==> config.mk <==
export PLATFORM = sky130hd
export DESIGN_NAME = bus_decoder_ws
export DESIGN_NICKNAME = d
export VERILOG_FILES = /design/src/rtl/bus_pkg.sv /design/src/rtl/bus_decoder_ws_addr_decode.sv /design/src/rtl/bus_decoder_ws.sv
export SDC_FILE = /design/constraint.sdc
export NUM_CORES = 1
export LEC_CHECK = 0
export ABC_AREA = 1
export BUFFER_PORTS_ARGS = -buffer_cell sky130_fd_sc_hd__buf_4
export CAP_MARGIN = 20
export CORE_UTILIZATION = 45
export DETAILED_ROUTE_END_ITERATION = 6
export GPL_ROUTABILITY_DRIVEN = 0
export GPL_TIMING_DRIVEN = 0
export PLACE_DENSITY_LB_ADDON = 0.12
export SYNTH_ARGS = -nofsm -noshare
export SYNTH_HDL_FRONTEND = slang
export SYNTH_HIERARCHICAL = 1
export SYNTH_SLANG_ARGS = --single-unit
==> constraint.sdc <==
create_clock -name clk -period 1.9 [get_ports clk]
set_clock_uncertainty 0.2 [all_clocks]
set_input_delay 0.19 -clock clk [delete_from_list [all_inputs] [get_ports clk]]
set_output_delay 0.19 -clock clk [all_outputs]
set_load 0.05 [all_outputs]
==> src/rtl/bus_pkg.sv <==
// rtl/bus_pkg.sv - shared types and memory-map constants for bus_decoder_ws
// Contents: region_t (decoded target), ws_state_t (wait-state FSM states),
//           region base/limit addresses for the memory space.
package bus_pkg;

   localparam int ADDR_W = 22;

   localparam logic [ADDR_W-1:0] ROM_LIMIT = 22'h007FFF;
   localparam logic [ADDR_W-1:0] RAM_BASE  = 22'h008000;
   localparam logic [ADDR_W-1:0] RAM_LIMIT = 22'h00FFFF;
   localparam logic [ADDR_W-1:0] EXT_BASE  = 22'h010000;
   localparam logic [ADDR_W-1:0] EXT_LIMIT = 22'h1FFFFF;

   typedef enum logic [2:0] {
      REG_NONE,
      REG_ROM,
      REG_RAM,
      REG_EXT,
      REG_IO
   } region_t;

   typedef enum logic [1:0] {
      WS_IDLE,
      WS_WAIT,
      WS_HOLD
   } ws_state_t;

endpackage

==> src/rtl/bus_decoder_ws_addr_decode.sv <==
// rtl/bus_decoder_ws_addr_decode.sv - combinational address/space to region decode
// Ports: address  - CPU address
//        mem_io   - 1 = memory space, 0 = I/O space
//        region   - decoded target, REG_NONE when unmapped
//        io_idx   - I/O device index (address[7:4]), valid when region == REG_IO
module addr_decode
   import bus_pkg::*;
#(
   parameter int IO_DEVS = 8
) (
   input  logic [ADDR_W-1:0] address,
   input  logic              mem_io,
   output region_t           region,
   output logic [3:0]        io_idx
);

   always_comb begin
      region = REG_NONE;
      io_idx = address[7:4];
      if (mem_io) begin
         if (address <= ROM_LIMIT) begin
            region = REG_ROM;
         end else if (address >= RAM_BASE && address <= RAM_LIMIT) begin
            region = REG_RAM;
         end else if (address >= EXT_BASE && address <= EXT_LIMIT) begin
            region = REG_EXT;
         end
      end else begin
         // address[21:8] is deliberately ignored in I/O space
         if ({28'd0, io_idx} < IO_DEVS) begin
            region = REG_IO;
         end
      end
   end

endmodule

==> src/rtl/bus_decoder_ws.sv <==
// rtl/bus_decoder_ws.sv - chip-select decode, wait-state generation and bus error capture
// Ports: clk, arst_n        - clock, asynchronous active-low reset
//        address, mem_io    - CPU address and space select
//        rd_n, wr_n         - CPU strobes, active-low
//        *_cs_n, io_cs_n    - active-low device selects
//        pin_wait           - stall request to CPU
//        bus_err, err_addr  - unmapped/illegal access pulse and captured address
module bus_decoder_ws
   import bus_pkg::*;
#(
   parameter int ROM_WS  = 2,
   parameter int RAM_WS  = 0,
   parameter int EXT_WS  = 1,
   parameter int IO_WS   = 3,
   parameter int IO_DEVS = 8
) (
   input  logic               clk,
   input  logic               arst_n,
   input  logic [ADDR_W-1:0]  address,
   input  logic               rd_n,
   input  logic               wr_n,
   input  logic               mem_io,
   output logic               bios_rom_cs_n,
   output logic               bios_ram_cs_n,
   output logic               ext_ram_cs_n,
   output logic [IO_DEVS-1:0] io_cs_n,
   output logic               pin_wait,
   output logic               bus_err,
   output logic [ADDR_W-1:0]  err_addr
);

   if (ROM_WS < 0 || ROM_WS > 15 || RAM_WS < 0 || RAM_WS > 15 ||
       EXT_WS < 0 || EXT_WS > 15 || IO_WS < 0 || IO_WS > 15) begin : g_bad_ws
      $error("bus_decoder_ws: wait-state parameter outside 0..15");
   end
   if (IO_DEVS < 1 || IO_DEVS > 16) begin : g_bad_devs
      $error("bus_decoder_ws: IO_DEVS outside 1..16");
   end

   region_t     region;
   region_t     region_eff;
   logic [3:0]  io_idx;
   logic        strobe;
   logic        illegal;
   logic        access;
   logic [3:0]  ws;

   ws_state_t   state_q, state_d;
   logic [3:0]  cnt_q, cnt_d;
   logic        armed_q, armed_d;
   logic [ADDR_W-1:0] err_addr_q, err_addr_d;

   addr_decode #(.IO_DEVS(IO_DEVS)) u_addr_decode (
      .address (address),
      .mem_io  (mem_io),
      .region  (region),
      .io_idx  (io_idx)
   );

   assign strobe     = (~rd_n) ^ (~wr_n);
   assign illegal    = ~rd_n & ~wr_n;
   assign access     = strobe | illegal;
   assign region_eff = illegal ? REG_NONE : region;

   always_comb begin
      case (region_eff)
         REG_ROM: ws = ROM_WS[3:0];
         REG_RAM: ws = RAM_WS[3:0];
         REG_EXT: ws = EXT_WS[3:0];
         REG_IO:  ws = IO_WS[3:0];
         default: ws = 4'd0;
      endcase
   end

   // Selects follow the decode directly; forced high while reset is held.
   always_comb begin
      bios_rom_cs_n = 1'b1;
      bios_ram_cs_n = 1'b1;
      ext_ram_cs_n  = 1'b1;
      io_cs_n       = '1;
      if (arst_n && strobe) begin
         bios_rom_cs_n = (region_eff != REG_ROM);
         bios_ram_cs_n = (region_eff != REG_RAM);
         ext_ram_cs_n  = (region_eff != REG_EXT);
         for (int i = 0; i < IO_DEVS; i++) begin
            io_cs_n[i] = !(region_eff == REG_IO && io_idx == i[3:0]);
         end
      end
   end

   // armed_q records that both strobes were seen high since the last access,
   // so a strobe held low across reset or HOLD cannot start a new sequence.
   // The IDLE cycle itself is the first wait cycle, so WAIT covers ws-1 cycles:
   // cnt is loaded with ws-1 and WAIT exits when it reaches 1.
   always_comb begin
      state_d    = state_q;
      cnt_d      = cnt_q;
      armed_d    = armed_q;
      err_addr_d = err_addr_q;
      pin_wait   = 1'b0;
      bus_err    = 1'b0;
      if (rd_n && wr_n) begin
         armed_d = 1'b1;
      end
      case (state_q)
         WS_IDLE: begin
            if (armed_q && access) begin
               armed_d = 1'b0;
               state_d = WS_HOLD;
               if (region_eff == REG_NONE) begin
                  bus_err    = 1'b1;
                  err_addr_d = address;
               end else if (ws != 4'd0) begin
                  pin_wait = 1'b1;
                  cnt_d    = ws - 4'd1;
                  if (ws != 4'd1) begin
                     state_d = WS_WAIT;
                  end
               end
            end
         end
         WS_WAIT: begin
            if (!strobe) begin
               state_d = WS_IDLE;
            end else begin
               pin_wait = 1'b1;
               if (cnt_q <= 4'd1) begin
                  state_d = WS_HOLD;
               end else begin
                  cnt_d = cnt_q - 4'd1;
               end
            end
         end
         WS_HOLD: begin
            if (rd_n && wr_n) begin
               state_d = WS_IDLE;
            end
         end
         default: state_d = WS_IDLE;
      endcase
   end

   always_ff @(posedge clk or negedge arst_n) begin
      if (!arst_n) begin
         state_q    <= WS_IDLE;
         cnt_q      <= 4'd0;
         armed_q    <= 1'b0;
         err_addr_q <= '0;
      end else begin
         state_q    <= state_d;
         cnt_q      <= cnt_d;
         armed_q    <= armed_d;
         err_addr_q <= err_addr_d;
      end
   end

   assign err_addr = err_addr_q;

endmodule

# After elaboration in Yosys (flattened, before gate mapping)
# Index checks and enable logic that the tools add are counted.
[word_totals]
regBits = 29
inputBits = 27
output_inout_bits = 35
wordCells = 106
[op_classes]
addsub = 2
magnitude_cmp = 7
eq_ne = 23
n_mux = 36
bitwise = 5
reduce_logical = 29
[op_table]
columns = ["op", "count"]
rows = [
  ["$ge 22x16->1 const B", 1],
  ["$ge 22x17->1 const B", 1],
  ["$le 22x15->1 const B", 1],
  ["$le 22x16->1 const B", 1],
  ["$le 22x21->1 const B", 1],
  ["$mux 4", 5],
  ["$eq 4x3->1 const B", 4],
  ["$mux 2", 8],
  ["$mux 3", 5],
  ["$logic_and 1x1->1", 13],
  ["$mux 1", 13],
  ["$ne 2x2->1 const B", 6],
  ["$pmux 2 s3", 2],
  ["$eq 4x2->1 const B", 2],
  ["$logic_not 1->1", 8],
  ["$mux 8", 1],
  ["$pmux 4 s2", 1],
  ["$sub 4x1->4 const B", 2],
  ["$ne 3x2->1 const B", 2],
  ["$reduce_and 3->1", 2],
  ["$reduce_and 6->1", 1],
  ["$eq 4x1->1 const B", 1],
  ["$le 4x1->1 const B", 1],
  ["$logic_not 4->1", 1],
  ["18 further kinds", 19],
]

# Depth between registers and ports, before layout
[depth]
depth_word = 15
depth_mapped = 18
ltp_nobuf = 18

# Cells and area by module
# Netlist, hierarchy kept.
[by_module_without_submodules]
columns = ["module", "instances", "cells_per_inst", "area_per_inst_um2", "seq_area_each_um2"]
rows = [
  ["bus_decoder_ws", 1, 214, 1600.3, 725.7],
  ["addr_decode", 1, 26, 128.9, 0.0],
]

# Worst setup path before layout
# Ideal clock, no wire load.
[synth_path]
path_type = "input to output"
startpoint = "input port address[21]"
endpoint = "output port pin_wait"
t_arrival_ns = 2.200
required_time_ns = 1.510
slack_ns = -0.690
stages = 14
path_buffers = 0
path_cell_list = "inv_2 -> nand2_2 -> nor2_2 -> nand2_2 -> a21oi_2 -> inv_1 -> nor2_2 -> nand3_1 -> inv_1 -> nor2_1 -> ha_1 -> inv_1 -> nand3_1 -> o22ai_1"
[synth_between]
elab_chain_len = 14
word_cells_on_any_way = 22
classes_between = "order compare: 5; eq/ne: 3; mux: 10; reduce/logical: 4"
[synth_rtl]
columns = ["item", "line", "rtl"]
rows = [
  ["from (decl)", "bus_decoder_ws.sv:19", "input logic [ADDR_W-1:0] address,"],
  ["$ge 22x17->1 or $le 22x21->1 (tied branches)", "bus_decoder_ws_addr_decode.sv:25", "end else if (address >= EXT_BASE && address <= EXT_LIMIT) begin"],
  ["$logic_and 1x1->1", "bus_decoder_ws_addr_decode.sv:25", ""],
  ["$mux 2", "bus_decoder_ws_addr_decode.sv:25", ""],
  ["$mux 3", "bus_decoder_ws_addr_decode.sv:23", "end else if (address >= RAM_BASE && address <= RAM_LIMIT) begin"],
  ["$mux 3 (*)", "bus_decoder_ws_addr_decode.sv:21", "if (address <= ROM_LIMIT) begin"],
  ["$mux 3 (*)", "bus_decoder_ws_addr_decode.sv:20", "if (mem_io) begin"],
  ["named net region[0]", "bus_decoder_ws.sv:40", "region_t region;"],
  ["$mux 3 (*)", "bus_decoder_ws.sv:63", "assign region_eff = illegal ? REG_NONE : region;"],
  ["$eq 3x3->1 (tied with other cells)", "bus_decoder_ws.sv:66", "case (region_eff)"],
  ["$pmux 2 s3", "bus_decoder_ws.sv:66", ""],
  ["$reduce_bool 4->1", "bus_decoder_ws.sv:113", "end else if (ws != 4'd0) begin"],
  ["$mux 1", "bus_decoder_ws.sv:113", ""],
  ["$mux 1 (*)", "bus_decoder_ws.sv:110", "if (region_eff == REG_NONE) begin"],
  ["$mux 1 (*)", "bus_decoder_ws.sv:107", "if (armed_q && access) begin"],
  ["$pmux 1 s2 (*)", "bus_decoder_ws.sv:105", "case (state_q)"],
  ["to (decl)", "bus_decoder_ws.sv:27", "output logic pin_wait,"],
]
# Mark *: on every way through the listed nets, which the timed path passes. The rest lies on a longest branch.

# Worst setup path after layout
[layout_path]
startpoint = "input port address[16]"
endpoint = "register cnt_q[0]"
[layout_between]
elab_chain_len = 14
word_cells_on_any_way = 26
classes_between = "add/sub: 1; order compare: 5; eq/ne: 5; mux: 10; reduce/logical: 5"
[layout_rtl]
columns = ["item", "line", "rtl"]
rows = [
  ["$ge 22x17->1 or $le 22x21->1 (tied branches)", "bus_decoder_ws_addr_decode.sv:25", ""],
  ["$logic_and 1x1->1", "bus_decoder_ws_addr_decode.sv:25", ""],
  ["$mux 2", "bus_decoder_ws_addr_decode.sv:25", ""],
  ["$mux 3", "bus_decoder_ws_addr_decode.sv:23", ""],
  ["$mux 3 (*)", "bus_decoder_ws_addr_decode.sv:21", ""],
  ["$mux 3 (*)", "bus_decoder_ws_addr_decode.sv:20", ""],
  ["named net region[0]", "bus_decoder_ws.sv:40", ""],
  ["$mux 3 (*)", "bus_decoder_ws.sv:63", ""],
  ["$eq 3x3->1 (tied with other cells)", "bus_decoder_ws.sv:66", ""],
  ["$pmux 2 s3", "bus_decoder_ws.sv:66", ""],
  ["$sub 4x1->4", "bus_decoder_ws.sv:115", "cnt_d = ws - 4'd1;"],
  ["$mux 4", "bus_decoder_ws.sv:113", ""],
  ["$mux 4", "bus_decoder_ws.sv:110", ""],
  ["$mux 4", "bus_decoder_ws.sv:107", ""],
  ["$pmux 4 s2", "bus_decoder_ws.sv:105", ""],
  ["to (signal assigned)", "bus_decoder_ws.sv:151", "cnt_q <= cnt_d;"],
  ["to (decl)", "bus_decoder_ws.sv:49", "logic [3:0] cnt_q, cnt_d;"],
]
# Mark *: on every way through the listed nets, which the timed path passes. The rest lies on a longest branch. The select of a mux whose other input is x is not followed.
# A chain may end at the register's enable or synchronous reset.

==> impl_metrics.env <==
export IMPL_synth_seq_area_share=0.420
export IMPL_worstPathMaxFanout=3
export IMPL_ys_ff_latch=29
export IMPL_grt_pass1_vias=1943
export IMPL_fin_crit_ns=2.29
export IMPL_fmax_mhz=436
export IMPL_hold_violations=0
export IMPL_grt_max_degree=30
export IMPL_port_buffer_count=61
export IMPL_clkTransAtPathRegs_ns=0.07
export IMPL_drive_gt1_frac=0.410
export IMPL_core_area_um2=3660
export IMPL_dr_pass1_iters=4
export IMPL_endpoint_kind="register"
export IMPL_crit_start="address[16]"
export IMPL_layout_commonest_cell="nand2_1"
export IMPL_dp_slack_ns=-0.472
export IMPL_die_height_um=64.0
export IMPL_antennaDiodeCount=0
export IMPL_rows=22
export IMPL_cts_tree="yes"
export IMPL_synthDistinctLibCells=25
export IMPL_endpoint="cnt_q[0]"
export IMPL_rsz0062_at_grt="true"
export IMPL_area_growth_pct=73.6
export IMPL_violations="setup timing"
export IMPL_reg2reg_depth=8
export IMPL_r2r_slack_ns=0.07
export IMPL_crit_path_start_kind="input port"
export IMPL_wirelength_um=5790
export IMPL_nets=383
export IMPL_drv_cap=0
export IMPL_critPathRequiredTime_ns=1.88
export IMPL_cts_buffers=5
export IMPL_setup_viol=16
export IMPL_placed_cells=349
export IMPL_outcome="complete, but fails checks"
export IMPL_overflow=0
export IMPL_ant_nets=0
export IMPL_track_usage=0.284
export IMPL_route_vias_total=1973
export IMPL_finalCritPeriodShare=1.21
export IMPL_synth_warnings=6
export IMPL_reg2reg_to="cnt_q[0]"
export IMPL_grt_pass1_wl_um=8640
export IMPL_p_per_area_nw_per_um2=1260
export IMPL_drt_initial_drc_count=112
export IMPL_synthDominantCellAreaShare=0.420
export IMPL_grt_antenna_before_repair=0
export IMPL_fin_ws_ns=-0.392
export IMPL_r2r_start="cnt_q[0]"
export IMPL_wl_per_cell_um=14.5
export IMPL_h_tree_depth=2
export IMPL_hold_class="in -> reg"
export IMPL_start_util=0.472
export IMPL_via_per_inst=4.94
export IMPL_layout_common_cells="100 x nand2_1, 67 x buf_4, 29 x dfrtp_1, 22 x dlygate4sd3_1"
export IMPL_synth_cells=240
export IMPL_cts_max_path_buffers=2
export IMPL_relSlewSlack=0.752
export IMPL_p_leak_nw=1.61
export IMPL_dp_hpwl_um=3050
export IMPL_cts_root_buf="clkbuf_8"
export IMPL_drcViolationCount=0
export IMPL_ios=62
export IMPL_tightest_slew_ns=0.369
export IMPL_yosysTopAreaCell="dfrtp_1"
export IMPL_criticalPathCategory="in -> reg"
export IMPL_dieArea_um2=4090
export IMPL_cp_arrival_ns=2.27
export IMPL_syn_nets=273
export IMPL_finalNonFillerCells=399
export IMPL_synth_area_per_cell_um2=7.20
export IMPL_finalMaxSlewViolations=0
export IMPL_syn_cell_area_um2=1730
export IMPL_ir_drop_mv=1.01
export IMPL_cts_num_sinks=29
export IMPL_clock_latency_ns=0.29
export IMPL_synth_area_leaders="dfrtp_1 42%, nand2_1 23%, inv_1 5.2%"
export IMPL_die_width_um=64.0
-- state kept, by name, summed over array words and instances, names as in the netlist --
register / count
err_addr: 22
cnt_q: 4
state_q: 2
armed_q: 1
-- per-layer routing --
metal,track usage,share of wire,vias to the layer above,wire [um]
li1,-,-,955,-
met1,0.303,0.37,936,2130
met2,0.499,0.55,67,3170
met3,0.0893,0.052,15,299
met4,0.151,0.033,0,191
met5,0,0,-,0
-- power breakdown --
group / switching, mW / internal [mW]
registers: 0.198 / 0.897
logic: 1.43 / 0.686
clock network: 0.256 / 0.327
total: 1.88 / 1.91
-- cells by family after synthesis --
logic type	after synthesis	synth area share
compound gates	10	0.0326
fa+ha+maj	6	0.0434
simple gates	155	0.394
buf+inv	39	0.105
flops	29	0.420
xor+xnor	1	0.00507
-- synthesized netlist by cell type (all sizes together) --
cell   number
a21oi       2
a31oi       1
buf         8
dfrtp      29
ha          6
inv        31
nand2     112
nand3      17
nand4       2
nor2       20
nor3        2
nor4        2
o21ai       6
o22ai       1
xnor2       1
-- per-stage QoR --
step / utilization / total power, mW / area (um^2) / TNS, ns / hold WS (ns)
final: 0.820 / 3.79 / 3000 / -2.16 / 0.0252
after global routing: 0.820 / 4.01 / 3000 / -3.79 / 0.0361
after floorplan: - / 2.45 / 1800 / -0.183 / -0.306
after detailed placement: 0.632 / 3.03 / 2310 / -3.23 / -0.0545
after CTS: 0.784 / 3.70 / 2870 / -0.827 / 0.0219
after global placement: 0.632 / 3.00 / 2310 / -2.82 / -0.0543
-- how the worst min path moves through the flow --
stage	startpoint	to	depth (start not counted)
final	address[21]	err_addr[21]	4
after global routing	address[21]	err_addr[21]	4
after CTS	address[21]	err_addr[21]	4
after detailed placement	arst_n	armed_q	1
after global placement	arst_n	armed_q	1
after floorplan	arst_n	armed_q	0
-- timing repair --
| action | in CTS | in global routing |
|---|---|---|
| pin swaps | 17 | 11 |
| gates resized for setup | 29 | 23 |
| cloned | 0 | 0 |
| hold buffers | 23 | 0 |
| buffers inserted | 18 | 7 |
| endpoints found under the setup margin | 14 | 17 |
| endpoints found under the hold margin | 50 | 0 |
-- layout make-up --
cell class                 count  area, um^2
fill                         232         659
tap                           48        60.1
sequential                    29         726
clock buffer                   7        96.3
timing repair buffer         104         935
clock inverter                 1        5.00
multi-input combinational    172         987
buffer                         7        53.8
inverter                      31         139
-- worst max-delay path, stage by stage --
cell	delay, ns
buf_4	0.13
inv_4	0.04
nand2_2	0.06
nor2_4	0.10
nand2_4	0.07
a21oi_4	0.17
inv_2	0.07
nor2_4	0.15
nand3_2	0.10
buf_4	0.15
buf_4	0.12
buf_6	0.11
buf_6	0.10
buf_6	0.10
buf_6	0.10
buf_6	0.10
buf_4	0.12
nand3_2	0.05
nand2_1	0.06
nand3_1	0.11
nand2_1	0.07
Power figures use the tool's default switching activity.
